[config.mk]
export PLATFORM = sky130hd
export DESIGN_NAME = byte_serial_adder
export DESIGN_NICKNAME = d
export VERILOG_FILES = /design/src/rtl/byte_serial_adder_pkg.sv /design/src/rtl/carry_select_8b_adder.sv /design/src/rtl/byte_serial_adder.sv
export SDC_FILE = /design/constraint.sdc
export NUM_CORES = 1
export LEC_CHECK = 0
export CAP_MARGIN = 0
export CORE_MARGIN = 4
export CORE_UTILIZATION = 54
export DETAILED_ROUTE_END_ITERATION = 7
export PLACE_DENSITY = 0.86
export SLEW_MARGIN = 20
export SYNTH_ARGS = -nofsm -noshare
export SYNTH_HDL_FRONTEND = slang
export SYNTH_SLANG_ARGS = --single-unit
[constraint.sdc]
create_clock -name clk -period 5 [get_ports clk]
set_input_delay 1 -clock clk [delete_from_list [all_inputs] [get_ports clk]]
set_output_delay 1 -clock clk [all_outputs]
set_load 0.005 [all_outputs]
[src/rtl/byte_serial_adder_pkg.sv]
// Shared constants for the byte-serial wide adder: FSM encodings, lane width,
// and the lane-index width helper.
package byte_serial_adder_pkg;

  localparam logic [1:0] IDLE = 2'd0;
  localparam logic [1:0] RUN  = 2'd1;
  localparam logic [1:0] DONE = 2'd2;

  localparam int LANE_W = 8;

  // ceil(log2(n)); legal n is 2..16, so the result is always at least 1
  function automatic int idx_width(input int n);
    int w;
    w = 0;
    while ((1 << w) < n) w++;
    if (w < 1) w = 1;
    return w;
  endfunction

endpackage

[src/rtl/carry_select_8b_adder.sv]
// Existing 8-bit carry-select adder: low nibble ripples, high nibble is
// precomputed for both carry-in values and picked by the low nibble carry.
module carry_select_8b_adder (
  input  logic [7:0] a,
  input  logic [7:0] b,
  input  logic       cin,
  output logic [7:0] s,
  output logic       cout
);

  logic [4:0] lo;
  logic [4:0] hi0;
  logic [4:0] hi1;

  // both high-nibble candidates computed in parallel with the low nibble
  always_comb begin
    lo  = {1'b0, a[3:0]} + {1'b0, b[3:0]} + {4'b0, cin};
    hi0 = {1'b0, a[7:4]} + {1'b0, b[7:4]};
    hi1 = {1'b0, a[7:4]} + {1'b0, b[7:4]} + 5'd1;
    s    = {(lo[4] ? hi1[3:0] : hi0[3:0]), lo[3:0]};
    cout = lo[4] ? hi1[4] : hi0[4];
  end

endmodule

[src/rtl/byte_serial_adder.sv]
// Byte-serial wide adder: feeds one 8-bit lane per clock, LSB first, through a
// single carry_select_8b_adder with the carry registered between lanes.
// Optional signed-overflow output enabled by BYTE_SERIAL_ADDER_OVF_EN.
//
// state | meaning
// IDLE  | in_ready high, waiting for an operand pair
// RUN   | one lane added per cycle, idx selects the lane
// DONE  | out_valid high, result held until out_ready
module byte_serial_adder
  import byte_serial_adder_pkg::*;
#(
  parameter int N_BYTES = 4
) (
  input  logic                        clk,
  input  logic                        rst,
  input  logic                        in_valid,
  output logic                        in_ready,
  input  logic [LANE_W*N_BYTES-1:0]   a,
  input  logic [LANE_W*N_BYTES-1:0]   b,
  input  logic                        cin,
  output logic                        out_valid,
  input  logic                        out_ready,
  output logic [LANE_W*N_BYTES-1:0]   sum,
  output logic                        cout,
  output logic                        busy
`ifdef BYTE_SERIAL_ADDER_OVF_EN
  ,
  output logic                        ovf
`endif
);

  localparam int W     = LANE_W * N_BYTES;
  localparam int IDX_W = idx_width(N_BYTES);
  localparam logic [IDX_W-1:0] LAST = IDX_W'(N_BYTES - 1);

  logic [1:0]        state;
  logic [IDX_W-1:0]  idx;
  logic [W-1:0]      a_q;
  logic [W-1:0]      b_q;
  logic              carry_q;

  logic [LANE_W-1:0] lane_a;
  logic [LANE_W-1:0] lane_b;
  logic [LANE_W-1:0] lane_s;
  logic              lane_cout;

  // handshake and status flags decoded from state
  always_comb begin
    in_ready  = (state == IDLE);
    out_valid = (state == DONE);
    busy      = (state != IDLE);
    lane_a    = a_q[LANE_W*idx +: LANE_W];
    lane_b    = b_q[LANE_W*idx +: LANE_W];
  end

  carry_select_8b_adder u_lane_adder (
    .a    (lane_a),
    .b    (lane_b),
    .cin  (carry_q),
    .s    (lane_s),
    .cout (lane_cout)
  );

  // sequencing FSM, operand capture and lane-by-lane result assembly
  always_ff @(posedge clk) begin
    if (rst) begin
      state   <= IDLE;
      idx     <= '0;
      a_q     <= '0;
      b_q     <= '0;
      carry_q <= 1'b0;
      sum     <= '0;
      cout    <= 1'b0;
    end else begin
      case (state)
        IDLE: begin
          if (in_valid) begin
            a_q     <= a;
            b_q     <= b;
            carry_q <= cin;
            idx     <= '0;
            state   <= RUN;
          end
        end
        RUN: begin
          sum[LANE_W*idx +: LANE_W] <= lane_s;
          carry_q                   <= lane_cout;
          if (idx == LAST) begin
            cout  <= lane_cout;
            state <= DONE;
          end else begin
            idx <= idx + 1'b1;
          end
        end
        DONE: begin
          if (out_ready) state <= IDLE;
        end
        default: state <= IDLE;
      endcase
    end
  end

`ifdef BYTE_SERIAL_ADDER_OVF_EN
  // carry into the sign bit is recovered from the top lane's sign-bit inputs and sum
  always_ff @(posedge clk) begin
    if (rst) begin
      ovf <= 1'b0;
    end else if (state == RUN && idx == LAST) begin
      ovf <= lane_cout ^ (a_q[W-1] ^ b_q[W-1] ^ lane_s[LANE_W-1]);
    end
  end
`endif

endmodule

==> qor.yml <==
finalHoldViolations: 0
synthDistinctLibCells: 38
yosysSeqAreaShare_pct: 45.56
synthAdderAreaFrac_pct: 5.248
synthMuxAreaShare_pct: 8.515
cp_data_arrival_time_ns: 3.73
slowest_delay_ns: 0.83
detail-route-antenna-nets: 0
num_io_pins: 105
post_cts_buffers: 0
vias_per_cell: 5.572
cts-resized-gates: 0
crit_type: "flip-flop to flip-flop"
wire_per_inst_microns: 15.70
synth_top_family_by_area: "simple AND/OR/NAND/NOR gates"
htree_levels: 3
fin_skew_ns: 0.01127
startpoint: "idx[0]"
grt_usage_pct: 22.58
crit_end: "sum[21]"
max_freq_mhz: 288.6
cap_violations: 0
syn_to_final_growth_pct: 28.17
synth_compound_area_share_pct: 14.41
routed_wl_mm: 10.90
fin_crit_ns: 3.465
clock-sinks: 102
cts_tree: "built"
dieHeight_microns: 99.10
crit_required_ns: 5.26
cp_common_cell: "fa_1"
first_global_vias: 3874
min_path_type: "flip-flop to flip-flop"
reg2reg_depth: 10
die_area_sq_mm: 0.009821
r2r-start: "idx[0]"
finalMaxSlewViolations: 0
setup_tns_ns: 0
worstPathCellList: "buf_4 > mux4_2 > fa_1 > inv_1 > fa_1 > nand2b_1 > a21oi_1 > mux2_2 > a22oi_1 > nor2_1"
yosysWarnings: 0
ys_seq_elements: 102
leakage_nw: 2.164
r2r-end: "sum[21]"
synth_area_sq_mm: 0.004482
crit_path_max_fanout: 13
fin_nets: 673
fin_util_pct: 72.83
clk-insertion-delay-late_ns: 0.37
drive_gt1_share_pct: 8.446
cts_root_buf: "clkbuf_8"
grt_max_degree: 67
cts_made_buffers: 9
end_kind: "flip-flop"
drtIter0Drc: 191
synth.net_count: 583
peakVddDrop_uv: 158.2
overflow: 0
hold_buffers: 0
yosys.area_share.simple_pct: 20.35
diodes: 0
first_pass_iters: 6
fin_crit_sh_pct: 69.31
nFillCells: 545
rrSetupSlack_ns: 1.53
die_w_microns: 99.10
start_util_pct: 56.82
coreArea_sq_mm: 0.007888
power_density_mw_per_mm2: 285.4
io_buffers: 104
drc_errors: 0
slew_headroom_pct: 39.25
synth.largest_area_cell: "dfxtp_1"
placementRows: 32
slowest_stage: "dfxtp_1"
gp_congestion: 0.9063
yosys.area.top_type_share_pct: 45.56
grt_pass1_wl_mm: 17.98
clk_pin_slew_ns: 0.11
vias: 3867
outcome: "completed"
worst_pin_slew_ns: 0.9100
clock_path_buffers: 2
setup_viol: 0
synth_xor_area_share_pct: 2.066
rsz0062_at_grt: "no"
synth_area_leaders: "dfxtp_1, nand2_1, mux4_2"
start_kind: "flip-flop"
antenna_found_initial: 0
syn_avg_cell_area_sq_um: 9.018
dp.final_hpwl_mm: 8.165
netlist_instances: 497
[placed cells by master (no fill, tap or decap), drive strengths merged, types with 5 or more instances in the layout]
cell / instances
dfxtp: 102
a21oi: 69
nand2: 135
ha: 14
inv: 15
xnor2: 5
clkbuf: 9
mux4: 16
a22oi: 33
clkdlybuf4s50: 103
nor2: 42
buf: 5
[kinds of logic after synthesis]
group / after synthesis
mux: 18
xor+xnor: 9
flops: 102
compound gates: 108
buf+inv: 41
fa+ha+maj: 17
simple gates: 202
[registers in the layout, summed over array words and instances (netlist names)]
signal	flops
sum	32
idx	2
a_q	32
state	2
cout	1
carry_q	1
b_q	32
[worst min path at each step]
| stage | from | to | slack, ns | cells past startpoint |
|---|---|---|---|---|
| detailed placement | b_q[6] | b_q[6] | 0.45 | 2 |
| global route | b_q[30] | b_q[30] | 0.48 | 2 |
| CTS | a_q[29] | a_q[29] | 0.46 | 2 |
| floorplan | a_q[16] | a_q[16] | 0.43 | 2 |
| global placement | b_q[7] | b_q[7] | 0.44 | 2 |
| finish | a_q[29] | a_q[29] | 0.46 | 2 |
[metrics by stage]
step	setup WS [ns]	hold slack (ns)	power, W	instances	cell area (sq um)
final	1.535	0.4623	0.001640	694	5744
after global routing	1.220	0.4813	0.001708	694	5744
after CTS	1.504	0.4611	0.001643	694	5737
after detailed placement	1.541	0.4474	0.001173	678	5555
after global placement	1.641	0.4402	0.001162	678	5555
after floorplan	1.932	0.4331	0.001062	497	4482
[area by class of cell]
cell class / instances / area (sq um) / area share (%)
inverters: 12 / 45.04 / 0.7841
clock inverters: 7 / 57.56 / 1.002
repair buffers: 108 / 1069 / 18.60
multi-input cells: 354 / 2280 / 39.69
clock buffers: 9 / 123.9 / 2.156
well taps: 102 / 127.6 / 2.222
flip-flops and latches: 102 / 2042 / 35.55
[critical path: cells and delay by family (launching register included)]
family	cells	cell delay, ns
muxes	2	0.87
buffers and inverters	2	0.39
adders and majority gates	2	0.64
AOI/OAI and AO/OA	2	0.37
DFF	1	0.83
and+or+nand+nor	2	0.25
[cells in the mapped netlist, drive strengths merged]
| master | n |
|---|---|
| xor2 | 3 |
| fa | 3 |
| a21oi | 69 |
| o21ai | 1 |
| nand3b | 1 |
| ha | 14 |
| mux2 | 1 |
| xnor2 | 5 |
| nor4 | 1 |
| clkbuf | 18 |
| or2b | 2 |
| and2b | 1 |
| nand3 | 4 |
| buf | 11 |
| nor2 | 42 |
| nand2 | 135 |
| nor3 | 2 |
| a22oi | 33 |
| a21o | 2 |
| mux4 | 16 |
| nand4 | 3 |
| nor3b | 1 |
| a211oi | 1 |
| mux2i | 1 |
| a2111oi | 1 |
| inv | 12 |
| dfxtp | 102 |
| a31oi | 1 |
| xnor3 | 1 |
| nand2b | 3 |
| and2 | 1 |
| nor4b | 3 |
| nor2b | 3 |
[per-layer routing]
layer	part of all wire (%)	GRT usage (%)
met1	41	27.10
met2	50	39.82
met3	5.7	3.296
met4	3.1	10.40
met5	0	0
[power by group]
part | switching (W) | leakage (nW) | internal [W]
registers | 0.0000258 | 0.833 | 0.000850
logic | 0.000146 | 1.24 | 0.000135
clock network | 0.000295 | 0.0881 | 0.000188
total | 0.000467 | 2.16 | 0.00117
No activity file was read; power rests on OpenSTA's default activity.
==> RTL change 1 (same flow settings) <==
Change the parameter `N_BYTES` from 4 to 2.
--- a/src/rtl/byte_serial_adder.sv
+++ b/src/rtl/byte_serial_adder.sv
@@ -9,7 +9,7 @@
 module byte_serial_adder
   import byte_serial_adder_pkg::*;
 #(
-  parameter int N_BYTES = 4
+  parameter int N_BYTES = 2
 ) (
   input  logic                        clk,
   input  logic                        rst,
Ports: changed (resized a, b and sum); port bits go from 105 to 57. No check against the original RTL was run, so the function may have changed too.
==> RTL change 1 against the unedited design <==
  * Setup slack better by 0.19 ns
  * Sequential cell count shrank 49
  * Total power shrank 46%
  * Via count is 47% lower
  * Area after synthesis shrank 46%
  * Die area down 43%
  * Wire length decreased by 53%
  * Final area fell by 47%
  * Critical endpoint is now cout
==> RTL change 1: results (changes against the unedited design) <==
* Fraction of met3 tracks used by global routing: 0.05340 (+0.02045)
* Met1 capacity usage during global routing: 0.2356 (-0.03538)
* Initial detailed-routing violation count: 109 (-43%)
- Global routing usage on met2: 0.3259 (-0.07233)
* Worst IR drop on VDD: 152.2 uV (-3.8%)
- The global placer's final weighted congestion came to 0.8027 (-11%).
- The number of buffers inserted for hold repair after clock tree synthesis came to 0 (unchanged).
* LEAKAGE: 1.197 nW (-45%)
- The final-stage net count is 390 (-42%).
* Outcome: finished, final reports clean
* Via count of the first global-routing pass: 1881 (-51%)
- The sequential element share of the synthesized area was 0.4394 (-0.01623).
* Wire length of the first global-routing pass: 8176 um (-55%)
- CTS H-Tree Depth: 2 (-1)
* IO buf count: 56 (-46%)
- The largest fanout on the critical path was 21 (+8).
- Max Buffers Root-to-Sink: 2 (unchanged)
* Length of the first detailed-routing pass in iterations: 4 (-2)
- Number of buffers inserted to repair setup after CTS: 0 (unchanged)
- The clock input transition at the sequential cells of the worst setup and hold paths is 0.09 ns (-0.02 ns).
- Wire per inst: 12.96 um (-17%)
- Layout fillers: 364 (-33%)
- Layout cells sized above 1: 0.06997 (-0.01449)
* Reg2reg path depth: 11 (+1)
- Yosys attributes the largest share of cell area to sky130_fd_sc_hd__dfxtp_1 44%, sky130_fd_sc_hd__nand2_1 13%, sky130_fd_sc_hd__a21oi_1 11%.
- GRT Util Overall: 0.1912 (-0.03458)
- Pin count of the biggest net entering global routing: 54 (-19%)
- The Yosys warning count came to 0 (unchanged).
- Setup Skew: 0.008320 ns (-0.002953 ns)
- Place WS: 1.802 ns (+0.2608 ns)
* Post-CTS Resized: 0 (unchanged)
- The least setup slack across all paths after layout was 1.725 ns (+0.1908 ns).
- The clock insertion delay at the later pin of the skew report was 0.30 ns (-0.07 ns).
- The count of unique library cells instantiated by Yosys is 30 (-21%).
- The path class of the tightest hold or removal check is flip-flop to flip-flop.
- Via density per instance: 5.180 (-7.0%)
* Total grt overflow: 0 (unchanged)
- The tree is rooted in a sky130_fd_sc_hd__clkbuf_8.
- Clock buffers created by TritonCTS: 5 (-4)
* Commonest cells in the netlist: 86 x sky130_fd_sc_hd__nand2_1, 53 x sky130_fd_sc_hd__a21oi_1, 53 x sky130_fd_sc_hd__dfxtp_1
- The half-perimeter wire length after placement came to 3786 um (-54%).
- The antenna diode count came to 0 (unchanged).
- The critical path data arrival time came to 3.49 ns (-0.24 ns).
- Post-synth net total: 343 (-41%)
- The largest registers in the layout are a_q (16), b_q (16), sum (16).
* Antenna violations before repair: 0 (unchanged)
- The actual slew at the worst max-slew pin was 1.035 ns (+0.1252 ns).
- Cell depth of the worst min-delay path: 2 (unchanged)
RTL change 1: cell count changes after synthesis, sizes merged, moves of 6 or more:
cell / delta
dfxtp: -49
mux4: -16
clkbuf: -10
a21oi: -16
mux2: +12
ha: -6
a22oi: -33
nor2: -27
nand2: -49
RTL change 1: worst max-delay path, cell delays in order (launching register included):
cell                       delay, ns
sky130_fd_sc_hd__dfxtp_1        0.86
sky130_fd_sc_hd__mux2_2         0.42
sky130_fd_sc_hd__ha_1           0.23
sky130_fd_sc_hd__inv_1          0.09
sky130_fd_sc_hd__fa_1           0.41
sky130_fd_sc_hd__inv_1          0.10
sky130_fd_sc_hd__ha_1           0.17
sky130_fd_sc_hd__inv_1          0.06
sky130_fd_sc_hd__a211oi_2       0.20
sky130_fd_sc_hd__nor4bb_2       0.29
sky130_fd_sc_hd__xor2_1         0.13
sky130_fd_sc_hd__a211oi_1       0.25
RTL change 1: metrics by stage:
step / hold WS, ns / power (mW) / instances / area (um^2)
after floorplan: 0.4329 / 0.5865 / 295 / 2415
final: 0.4583 / 0.8785 / 395 / 3054
after global routing: 0.4774 / 0.9257 / 395 / 3054
after detailed placement: 0.4433 / 0.6591 / 387 / 2970
after CTS: 0.4563 / 0.8845 / 395 / 3054
after global placement: 0.4392 / 0.6536 / 387 / 2970
RTL change 1: layout make-up:
class	instances	share of cell area
Clock buffer	7	0.02499
Clock inverter	1	0.002458
Inverter	12	0.01475
Multi-Input combinational cell	213	0.4031
Sequential cell	53	0.3474
Tap cell	52	0.02130
Timing Repair Buffer	57	0.1860
RTL change 1: kinds of logic (layout without fill, tap and decap cells):
| kind of cell | Yosys count | in the layout | share of synthesized area |
|---|---|---|---|
| flops | 53 | 53 | 0.4394 |
| compound gates | 62 | 62 | 0.1394 |
| mux | 17 | 17 | 0.07720 |
| buf+inv | 29 | 77 | 0.05078 |
| simple gates | 116 | 116 | 0.2016 |
| xor+xnor | 7 | 7 | 0.02539 |
| fa+ha+maj | 11 | 11 | 0.06632 |
RTL change 1: power breakdown:
part / internal (mW) / total, mW / switching [mW]
clock network: 0.0992 / 0.229 / 0.130
logic: 0.0924 / 0.180 / 0.0876
registers: 0.449 / 0.470 / 0.0204
total: 0.641 / 0.878 / 0.238
RTL change 1: path summary, 6_finish.rpt:
path              endpoint    from
hold / removal      b_q[8]  b_q[8]
setup / recovery      cout     idx
hold reg to reg     b_q[8]  b_q[8]
setup reg to reg      cout     idx
RTL change 1: per-layer routing:
layer	wire [um]	part of all wire	up-vias
met4	90	0.018	0
met2	2500	0.49	44
met5	0	0	-
met1	2281	0.45	937
li1	-	-	1056
met3	245	0.048	9
==> RTL change 2 (same settings) <==
Made on the original files. Add a define of `BYTE_SERIAL_ADDER_OVF_EN`.
--- a/src/rtl/byte_serial_adder.sv
+++ b/src/rtl/byte_serial_adder.sv
@@ -6,6 +6,8 @@
 // IDLE  | in_ready high, waiting for an operand pair
 // RUN   | one lane added per cycle, idx selects the lane
 // DONE  | out_valid high, result held until out_ready
+`define BYTE_SERIAL_ADDER_OVF_EN
+
 module byte_serial_adder
   import byte_serial_adder_pkg::*;
 #(
Formal check against the unedited RTL (old outputs only; new: ovf): equivalent (Yosys induction, for registers that start in step).
==> RTL change 2 against the unedited design <==
  * Sequential share of layout area grew 0.49 points
  * Final area shrank 0.39%
  * Hold slack lost 0.0016 ns
  * Critical endpoint is now ovf
  * Clock skew shrank 0.0050 ns
  * Critical path type unchanged
  * Area after synthesis shrank 1.2%
  * Sequential cell count grew 1
  * Die area shrank 1.1%
  * Total power grew 4.8%
  * Maximum frequency grew 2.3%
  * Synthesized cell count grew 0.40%
  * Wire length shrank 1.3%
  * Setup slack gained 0.079 ns
  * Global-route usage shrank 0.77 points
==> RTL change 2: results (changes against the unedited design) <==
- Post-synthesis mux area share: 0.08138 (-0.003769)
- The worst slew margin relative to its limit came to 0.3146 (-0.07793).
- Proportion of synthesized chip area in sequential cells: 0.4657 (+0.01006)
* Fraction of the mapped netlist area in compound gates: 0.1529 (+0.008814)
- The quantity of I/O buffers inserted on ports came to 105 (+0.96%).
- CP Capture Point: ovf
- The count of cells along the worst register-to-register path came to 13 (+3).
* Parity-gate share of the synthesized area counting xor and xnor cells: 0.02458 (+0.003924)
* Met3 Wirelength: 535 um (-14%)
- Final-layout worst hold slack: 0.4608 ns (-0.001581 ns)
- The register-to-register setup slack was 1.61 ns (+0.08 ns).
* Cell with the largest stage delay on the worst path: sky130_fd_sc_hd__mux4_2
* Endpoint of the worst hold path: a_q[11]
- Largest incremental delay on the critical path: 0.57 ns (-0.26 ns)
- The met2 track utilization from global routing came to 0.3817 (-0.01655).
- Largest fanout of any net on the critical path: 24 (+11)
- The clock input transition at the sequential cells of the worst setup and hold paths is 0.09 ns (-0.02 ns).
- Number of distinct library cells after synthesis: 30 (-21%)
- The run finished with clean final reports.
- Hold Path Origin: a_q[11]
- The net count after synthesis was 585 (+0.34%).
* LEAKAGE: 2.119 nW (-2.1%)
- GRT Util Overall: 0.2181 (-0.007672)
- Final estimated routing congestion in global placement: 0.8033 (-11%)
* Cell types occupying the most area after synthesis: sky130_fd_sc_hd__dfxtp_1 47%, sky130_fd_sc_hd__nand2_1 12%, sky130_fd_sc_hd__a21oi_1 8.5%
- The setup skew after layout is 0.006269 ns (-0.005004 ns).
- The count of filler cells inserted in the layout is 589 (+8.1%).
* Total half-perimeter wirelength after legalization and detailed placement: 7834 um (-4.1%)
* Total wirelength of the detailed-routed design: 10750 um (-1.3%)
- Length of the first detailed-routing pass in iterations: 5 (-1)
* Initial detailed-routing violation count: 178 (-6.8%)
- Wire length of the first global-routing pass: 17100 um (-4.9%)
- The routing usage on met1 is 0.2632 (-0.007814).
- CP delay by family, top: adder cells
RTL change 2: stage by stage:
stage / area (um^2) / instances / worst slack (ns) / utilization / power [mW]
after global placement: 5505 / 677 / 1.719 / 0.7015 / 1.165
final: 5722 / 692 / 1.613 / 0.7291 / 1.718
after floorplan: 4428 / 499 / 1.594 / - / 1.063
after detailed placement: 5505 / 677 / 1.653 / 0.7015 / 1.175
after CTS: 5717 / 692 / 1.618 / 0.7285 / 1.721
after global routing: 5722 / 692 / 1.276 / 0.7291 / 1.784
RTL change 2: final cells by class:
class / instances / share of cell area
multi-input cells: 353 / 0.3864
inverters: 11 / 0.007216
flip-flops and latches: 103 / 0.3604
clock inverters: 5 / 0.01465
well taps: 102 / 0.02230
clock buffers: 10 / 0.02230
repair buffers: 108 / 0.1867
RTL change 2: where the power goes:
group          leakage (nW)  internal, mW  switching [mW]
clock network        0.0986         0.280           0.280
logic                  1.18         0.131           0.147
registers             0.841         0.857          0.0223
total                  2.12          1.27           0.449
